--- src/rtl/dma_read_data_to_tcp.sv ---
// Streams a host buffer to a TCP session in packets of at most PKT_LEN bytes.
// Metadata is accepted by the TCP stack before the matching DMA read is issued.
module dma_read_data_to_tcp #(
  parameter int PKT_LEN   = 1024,
  parameter int RETRY_GAP = 16
) (
  input  logic         clk,
  input  logic         rst,
  input  logic         start,
  input  logic [15:0]  session_id,
  input  logic [63:0]  base_addr,
  input  logic [31:0]  total_len,
  output logic         m_axis_tx_meta_valid,
  input  logic         m_axis_tx_meta_ready,
  output logic [31:0]  m_axis_tx_meta_data,
  input  logic         s_axis_tx_status_valid,
  output logic         s_axis_tx_status_ready,
  input  logic [63:0]  s_axis_tx_status_data,
  output logic         m_axis_dma_read_cmd_valid,
  input  logic         m_axis_dma_read_cmd_ready,
  output logic [63:0]  m_axis_dma_read_cmd_address,
  output logic [31:0]  m_axis_dma_read_cmd_length,
  input  logic         s_axis_dma_read_data_valid,
  output logic         s_axis_dma_read_data_ready,
  input  logic [511:0] s_axis_dma_read_data_data,
  input  logic [63:0]  s_axis_dma_read_data_keep,
  input  logic         s_axis_dma_read_data_last,
  output logic         m_axis_tx_data_valid,
  input  logic         m_axis_tx_data_ready,
  output logic [511:0] m_axis_tx_data_data,
  output logic [63:0]  m_axis_tx_data_keep,
  output logic         m_axis_tx_data_last,
  output logic         busy,
  output logic         done,
  output logic [31:0]  pkt_cnt,
  output logic [31:0]  err_cnt
);

  typedef enum logic [2:0] {IDLE, META, STATUS, RETRY, CMD, DATA, DONE} state_t;

  localparam logic [15:0] PKT_LEN_W = 16'(PKT_LEN);
  localparam logic [15:0] GAP_W     = 16'(RETRY_GAP);

  state_t      state_r;
  logic [15:0] session_r;
  logic [63:0] addr_r;
  logic [31:0] remaining_r;
  logic [10:0] beat_r;
  logic [15:0] gap_r;
  logic        meta_valid_r;
  logic        status_ready_r;
  logic        cmd_valid_r;
  logic        busy_r;
  logic        done_r;
  logic [31:0] pkt_cnt_r;
  logic [31:0] err_cnt_r;

  logic [15:0] len_s;
  logic [10:0] beats_s;
  logic        last_beat_s;
  logic [63:0] tail_keep_s;
  logic        data_hs_s;
  logic [31:0] rem_next_s;
  logic        unused_s;

  // Packet geometry derives from remaining_r, which only moves at packet end.
  always_comb begin
    len_s       = (remaining_r < {16'd0, PKT_LEN_W}) ? remaining_r[15:0] : PKT_LEN_W;
    beats_s     = 11'((17'(len_s) + 17'd63) >> 6);
    last_beat_s = (beat_r == (beats_s - 11'd1));
    if (len_s[5:0] == 6'd0) begin
      tail_keep_s = {64{1'b1}};
    end else begin
      tail_keep_s = (64'd1 << len_s[5:0]) - 64'd1;
    end
    data_hs_s  = (state_r == DATA) && s_axis_dma_read_data_valid && m_axis_tx_data_ready;
    rem_next_s = remaining_r - {16'd0, len_s};
  end

  assign unused_s = ^{s_axis_tx_status_data[61:0], s_axis_dma_read_data_keep,
                      s_axis_dma_read_data_last};

  assign m_axis_tx_meta_valid        = meta_valid_r;
  assign m_axis_tx_meta_data         = {len_s, session_r};
  assign s_axis_tx_status_ready      = status_ready_r;
  assign m_axis_dma_read_cmd_valid   = cmd_valid_r;
  assign m_axis_dma_read_cmd_address = addr_r;
  assign m_axis_dma_read_cmd_length  = {16'd0, len_s};
  // DMA beats pass straight through; framing is regenerated from len_s.
  assign m_axis_tx_data_valid        = (state_r == DATA) && s_axis_dma_read_data_valid;
  assign s_axis_dma_read_data_ready  = (state_r == DATA) && m_axis_tx_data_ready;
  assign m_axis_tx_data_data         = s_axis_dma_read_data_data;
  assign m_axis_tx_data_keep         = last_beat_s ? tail_keep_s : {64{1'b1}};
  assign m_axis_tx_data_last         = last_beat_s;
  assign busy                        = busy_r;
  assign done                        = done_r;
  assign pkt_cnt                     = pkt_cnt_r;
  assign err_cnt                     = err_cnt_r;

  // Transfer sequencer with registered handshake outputs.
  always_ff @(posedge clk or posedge rst) begin
    if (rst) begin
      state_r        <= IDLE;
      session_r      <= 16'd0;
      addr_r         <= 64'd0;
      remaining_r    <= 32'd0;
      beat_r         <= 11'd0;
      gap_r          <= 16'd0;
      meta_valid_r   <= 1'b0;
      status_ready_r <= 1'b0;
      cmd_valid_r    <= 1'b0;
      busy_r         <= 1'b0;
      done_r         <= 1'b0;
      pkt_cnt_r      <= 32'd0;
      err_cnt_r      <= 32'd0;
    end else begin
      done_r <= 1'b0;
      case (state_r)
        IDLE: begin
          if (start) begin
            if (total_len != 32'd0) begin
              session_r    <= session_id;
              addr_r       <= base_addr;
              remaining_r  <= total_len;
              pkt_cnt_r    <= 32'd0;
              err_cnt_r    <= 32'd0;
              busy_r       <= 1'b1;
              meta_valid_r <= 1'b1;
              state_r      <= META;
            end else begin
              done_r <= 1'b1;
            end
          end
        end
        META: begin
          if (m_axis_tx_meta_ready) begin
            meta_valid_r   <= 1'b0;
            status_ready_r <= 1'b1;
            state_r        <= STATUS;
          end
        end
        STATUS: begin
          if (s_axis_tx_status_valid) begin
            status_ready_r <= 1'b0;
            if (s_axis_tx_status_data[63:62] == 2'b00) begin
              cmd_valid_r <= 1'b1;
              state_r     <= CMD;
            end else begin
              err_cnt_r <= err_cnt_r + 32'd1;
              gap_r     <= GAP_W;
              state_r   <= RETRY;
            end
          end
        end
        RETRY: begin
          if (gap_r <= 16'd1) begin
            meta_valid_r <= 1'b1;
            state_r      <= META;
          end else begin
            gap_r <= gap_r - 16'd1;
          end
        end
        CMD: begin
          if (m_axis_dma_read_cmd_ready) begin
            cmd_valid_r <= 1'b0;
            beat_r      <= 11'd0;
            state_r     <= DATA;
          end
        end
        DATA: begin
          if (data_hs_s) begin
            if (last_beat_s) begin
              addr_r      <= addr_r + {48'd0, len_s};
              remaining_r <= rem_next_s;
              pkt_cnt_r   <= pkt_cnt_r + 32'd1;
              if (rem_next_s != 32'd0) begin
                meta_valid_r <= 1'b1;
                state_r      <= META;
              end else begin
                busy_r  <= 1'b0;
                done_r  <= 1'b1;
                state_r <= DONE;
              end
            end else begin
              beat_r <= beat_r + 11'd1;
            end
          end
        end
        DONE: begin
          state_r <= IDLE;
        end
        default: begin
          state_r <= IDLE;
        end
      endcase
    end
  end

endmodule

--- config.mk ---
export PLATFORM = sky130hd
export DESIGN_NAME = dma_read_data_to_tcp
export DESIGN_NICKNAME = d
export VERILOG_FILES = /design/src/rtl/dma_read_data_to_tcp.sv
export SDC_FILE = /design/constraint.sdc
export NUM_CORES = 1
export LEC_CHECK = 0
export CAP_MARGIN = 20
export CORE_AREA = 5 5 593 595
export DETAILED_ROUTE_END_ITERATION = 8
export DIE_AREA = 0 0 598 600
export PLACE_DENSITY_LB_ADDON = 0.15
export SETUP_SLACK_MARGIN = 0.05
export SLEW_MARGIN = 0
export SYNTH_ARGS = -nofsm -noshare
export SYNTH_HDL_FRONTEND = slang
export SYNTH_SLANG_ARGS = --single-unit
--- constraint.sdc ---
create_clock -name clk -period 6.65 [get_ports clk]
set_input_delay 1.33 -clock clk [delete_from_list [all_inputs] [get_ports clk]]
set_output_delay 1.33 -clock clk [all_outputs]
set_load 0.01 [all_outputs]
# ---- Yosys cells after proc, flatten, opt, wreduce, memory -nomap -nowiden
# Cells that the tools add are included.
dict set report word_totals {
  ff_bits 211
  in_bits 761
  output_inout_bits 776
}
dict set report classes {
  n_eq_ne 20
  order_cmp 2
  n_mux 65
  reduce_logical 25
  addsub 9
  shifts 1
}
# cell count
set ops {}
lappend ops {{2-to-1 mux 64 bit} 6}
lappend ops {{2-to-1 mux 32 bit} 10}
lappend ops {{case mux 32 bit (2 select lines)} 3}
lappend ops {{case mux 64 bit (2 select lines)} 1}
lappend ops {{adder 32 x 1 -> 32 bit, second input constant} 2}
lappend ops {{adder 64 x 16 -> 64 bit} 1}
lappend ops {{2-to-1 mux 16 bit} 4}
lappend ops {{nonzero test 32 bit} 2}
lappend ops {{<< shifter 1 x 6 -> 64 bit, first input constant} 1}
lappend ops {{subtractor 64 x 1 -> 64 bit, second input constant} 1}
lappend ops {{2-to-1 mux 11 bit} 3}
lappend ops {{< comparator 32 x 11 -> 1 bit, second input constant} 1}
lappend ops {{case mux 16 bit (2 select lines)} 1}
lappend ops {{subtractor 32 x 16 -> 32 bit} 1}
lappend ops {{2-to-1 mux 3 bit} 10}
lappend ops {{!= test 2 bit, second input constant} 13}
lappend ops {{case mux 11 bit (2 select lines)} 1}
lappend ops {{2-to-1 mux 1 bit} 20}
lappend ops {{case mux 3 bit (6 select lines)} 1}
lappend ops {{adder 16 x 6 -> 17 bit, second input constant} 1}
lappend ops {{<= comparator 16 x 1 -> 1 bit, second input constant} 1}
lappend ops {{AND reduction 8 bit} 2}
lappend ops {{subtractor 16 x 1 -> 16 bit, second input constant} 1}
lappend ops {{AND reduction 4 bit} 3}
lappend ops {{other kinds (18)} 32}

# ---- Longest topological paths before layout
dict set report depth {
  ltp_word 8
  mapped_depth 22
  mapped_depth_nobuf 15
}

# ---- Worst setup path before layout
# No wires, ideal clock.
dict set report synth_path {
  path_type {register to output}
  startpoint {register remaining_r[12]}
  endpoint {output port m_axis_tx_data_keep[18]}
  path_stages_with_launch 19
  n_path_buf 7
  slack_ps 1027
  t_required_ps 5320
  t_arrival_ps 4293
  cell_sequence {dfrtp_1 > buf_2 > nor4_4 > nand3_1 > buf_2 > nor2_2 > buf_2 > clkbuf_1 > clkbuf_1 > nand2_1 > ha_1 > xnor2_1 > or4b_1 > o41ai_2 > o32a_2 > and3_1 > clkbuf_1 > buf_1 > o211ai_1}
}
dict set report synth_between {
  elab_chain_cells 6
}
# element line
set synth_lines {}
lappend synth_lines {{start, declared} 47} ;# logic [31:0] remaining_r;
lappend synth_lines {{start signal, assigned} 124} ;# remaining_r <= total_len;
lappend synth_lines {{start signal, assigned} 174} ;# remaining_r <= rem_next_s;
lappend synth_lines {{< comparator 32 x 11 -> 1 bit} 68} ;# len_s = (remaining_r < {16'd0, PKT_LEN_W}) ? remaining_r[15:0] : PKT_LEN_W;
lappend synth_lines {{2-to-1 mux 16 bit (*)} 68}
lappend synth_lines {{adder 16 x 6 -> 17 bit or << shifter 1 x 6 -> 64 bit (tied branches)} {69, 74}}
lappend synth_lines {{subtractor 11 x 1 -> 11 bit or subtractor 64 x 1 -> 64 bit (tied branches)} {70, 74}}
lappend synth_lines {{equality test 11 bit or 2-to-1 mux 64 bit (tied branches)} {70, 71}}
lappend synth_lines {{2-to-1 mux 64 bit (*)} 93} ;# assign m_axis_tx_data_keep = last_beat_s ? tail_keep_s : {64{1'b1}};
lappend synth_lines {{end, declared} 31} ;# output logic [63:0] m_axis_tx_data_keep,
# Every way passes the cells marked *; elsewhere a longest branch is shown, timed or not.

# ---- Worst setup path after layout
dict set report layout_path {
  startpoint {register remaining_r[20]}
  endpoint {output port m_axis_tx_data_keep[27]}
}
dict set report layout_between {
  elab_chain_cells 6
}
# element line
set layout_lines {}
lappend layout_lines {{< comparator 32 x 11 -> 1 bit (*)} 68}
lappend layout_lines {{2-to-1 mux 16 bit (*)} 68}
lappend layout_lines {{adder 16 x 6 -> 17 bit or << shifter 1 x 6 -> 64 bit (tied branches)} {69, 74}}
lappend layout_lines {{subtractor 11 x 1 -> 11 bit or subtractor 64 x 1 -> 64 bit (tied branches)} {70, 74}}
lappend layout_lines {{equality test 11 bit or 2-to-1 mux 64 bit (tied branches)} {70, 71}}
lappend layout_lines {{2-to-1 mux 64 bit (*)} 93}
# Marks and branches as above.

==> flow_summary_export.csv <==
group,metric,value,unit
status,outcome,"finished clean",
finish,area_delta_synth_final,37.36,%
sta,timing.fmax,0.1597,GHz
logic_synthesis,synth_top_area_cell,"dfrtp_1",
floorplanning,die_area,358800,um2
finish,utilization,7.401,%
global_routing,grt_pass1_wl,189400,um
flow_run,drv_cap,0,
sta,fin_worst_skew,0.02750,ns
sta,slew_violations,0,
routing,routedWlPerCell,21.70,um
logic_synthesis,ys_seq_area_share,28.37,%
power,p_leak,8.083,nW
global_routing,grt_remaining_overflow,0,
place,gp_congestion,0.7125,
logic_synthesis,synth-seq-cells,211,
logic_synthesis,syn-instance-count,2406,
floorplanning,ios,1537,
logic_synthesis,yosys.area.top_type_share,28.37,%
logic_synthesis,synth.cell_area,18610,um2
power,p_seq_share,29.7,%
floorplanning,core_region_area,345400,um2
finish,fin_nets,3025,
logic_synthesis,yosysMostFrequentCell,"buf_4",
power,powerDensity,301.4,nW/um2
logic_synthesis,ys_top_cells_by_count,"buf_4 (550), nand2_1 (246), dfrtp_1 (211)",
power,comb_power_share,42.3,%
finish,drive_gt1_share,8.245,%
global_routing,track_usage,7.910,%
global_routing,antenna_found_initial,31,
power,p_sw,0.003465,W
power,clockPowerShare,28.0,%
setup_path,crit_required,5.32,ns
logic_synthesis,yosysWarnings,0,
setup_path,critPathKind,"reg2out",
place,numPortBuffers,358,
power,p_int,0.004239,W
logic_synthesis,synth_edf_count,0,
logic_synthesis,yosysUniqueCellTypes,87,
place,hpwlAfterDp,121300,um
clocking,cts_root_buffer,"clkbuf_16",
routing,wirelength,148800,um
clocking,clk_path_buf_depth,3,
routing,first_pass_iters,5,
power,p_total,0.007704,W
setup_path,cp-end-kind,"output port",
sta,setup_violations,0,
clocking,clkSinkCount,211,
logic_synthesis,synth_ff_type,"dfrtp_1",
routing,ant_nets,0,
clocking,clock_latency,0.62,ns
floorplanning,start_util,5.388,%
sta,whs,0.4773,ns
setup_path,crit_arrival,4.93,ns
logic_synthesis,syn_avg_cell_area,7.734,um2
logic_synthesis,synth_area_leaders,"dfrtp_1 (28%), buf_4 (22%), nand2_1 (5.0%)",
clocking,path_clk_slew,0.06,ns
sta,tns,0,ns
power,peakVddDrop,0.1593,mV
global_routing,grt_start_max_net_pins,111,
routing,via_per_inst,2.466,
setup_path,start_kind,"flop",
sta,relSlewSlack,32.93,%
clocking,htree_levels,2,
sta,fin_crit_sh,94.18,%
routing,drt_iter0_drc,974,
clocking,cts_tree,"built",
min_path,hold_class,"reg2reg",
power,sw_frac_of_total,44.98,%
clocking,numCtsBuffers,37,
sta,tightest_slew,0.9955,ns
clocking,cts.hold.buffers_added,0,
sta,rsz0062_at_grt,"yes",
routing,routed-via-count,16900,
finish,finalInstanceArea,25560,um2
floorplanning,rows,216,
sta,hold_viol,0,
logic_synthesis,async_flop_share,100.0,%
floorplanning,dieWidth,598,um
place,placed_area,24170,um2
routing,drc,0,
setup_path,worst-path-max-fanout,50,
sta,min_period,6.263,ns
global_routing,grt_pass1_vias,17590,
floorplanning,die_h,600,um
[per-layer routing]
layer  track usage, %  wire [um]  vias up
met5           0.2406        182        -
met4            4.143       8463       14
met3            4.906      20620      371
met2            12.38      65950      809
met1            8.209      53550     8145
li1                 -          -     7564
[cells by family (layout without fill, tap and decap cells)]
kind of cell    after synthesis  after routing  synth area share [%]
compound gates              559            559                 19.01
xor+xnor                     78             78                 3.671
fa+ha+maj                    26             26                 1.762
buf+inv                     722            553                 25.74
flops                       211            211                 28.37
mux                           7              7                0.3900
other cells                   2             42               0.04036
simple gates                801            801                 21.01
[state kept, by name, indices dropped and copies added, names as in the netlist]
name / flops
beat_r: 11
busy: 1
done: 1
err_cnt: 32
gap_r: 16
m_axis_dma_read_cmd_address: 64
m_axis_dma_read_cmd_valid: 1
m_axis_tx_meta_valid: 1
pkt_cnt: 32
remaining_r: 32
s_axis_tx_status_ready: 1
session_r: 16
state_r: 3
[timing repair]
action | 4_1_cts | 5_1_grt
resized for setup | 3 | 3
buffers inserted | 1 | 6
endpoints found under the setup margin | 64 | 10
pin swaps | 1 | 2
[metrics by stage]
step / worst slack [ns] / cells
floorplan: 1.027 / 2437
CTS: 0.1526 / 6840
global route: 0.03669 / 6849
global placement: 0.3362 / 6771
finish: 0.3868 / 6855
detailed placement: 0.3322 / 6772
[area by class of cell]
cell class                      count  area, um2
Clock inverter                     13      185.2
Clock buffer                       54       1090
Antenna cell                        9      22.52
Sequential cell                   211       5280
Inverter                           46      176.4
Tap cell                         4578       5728
Timing Repair Buffer              440       4307
Multi-Input combinational cell   1504       8772
Fill cell                       40560     319800
[worst max-delay path, stage by stage, from the launching register on]
cell             delay (ns)
dfrtp_1                0.53
nor3_2                 0.29
nand4_2                0.19
nor2_4                 0.27
nand2_1                0.09
ha_1                   0.31
xnor2_1                0.16
or4b_1                 0.54
o41ai_2                0.28
o32a_2                 0.27
and3_2                 0.25
buf_12                 0.22
o21ai_0                0.30
clkdlybuf4s50_1        0.59
[layout by cell type, fill, tap and decap left out, types with 9 or more instances in the layout]
cell             netlist  routed
conb_1                 2      33
nand3_1               70      69
o21ai_0              157     157
a311oi_1              10      10
dfrtp_1              211     211
nor4_1                37      36
buf_4                550      74
or4_1                 15      15
a22o_1                 9       9
o31ai_1               17      17
and3_1                39      38
nor3_1                47      44
and2_1                18      18
xnor2_1               47      47
and4_1                17      17
a22oi_1               15      15
nand4_1               37      37
a211oi_1              28      28
ha_1                  23      23
inv_1                 44      43
diode_2                0       9
or3_1                 35      35
nor2_1               197     196
clkdlybuf4s50_1        0     358
o22ai_1               21      21
a21oi_1              154     153
o21a_1                11      11
clkbuf_16              0      37
xor2_1                31      31
clkbuf_8               0      10
o211ai_1              12      12
a21o_1                13      13
nand2_1              246     243
a31oi_1               22      22
[power by group through the flow]
stage                     registers, W  logic (W)  clock network, W
after detailed placement       0.00231    0.00338                 0
after CTS                      0.00230    0.00340           0.00232
after floorplan                0.00217    0.00194                 0
final                          0.00229    0.00326           0.00216
after global routing           0.00237    0.00363           0.00233
after global placement         0.00232    0.00341                 0
[worst paths after layout]
| path | startpoint | endpoint | slack [ns] | cells after the start |
|---|---|---|---|---|
| worst max-delay path | remaining_r[20] | m_axis_tx_data_keep[27] | 0.39 | 13 |
| worst min-delay path | session_r[11] | session_r[11] | 0.48 | 2 |
| worst max register to register | remaining_r[20] | m_axis_dma_read_cmd_address[50] | 1.04 | 16 |
| worst min register to register | session_r[11] | session_r[11] | 0.48 | 2 |
| max in group asynchronous | rst | m_axis_dma_read_cmd_address[24] | 4.21 | 4 |
| min in group asynchronous | rst | state_r[1] | 1.10 | 2 |
Note: power is estimated with default switching activity, not from simulation.
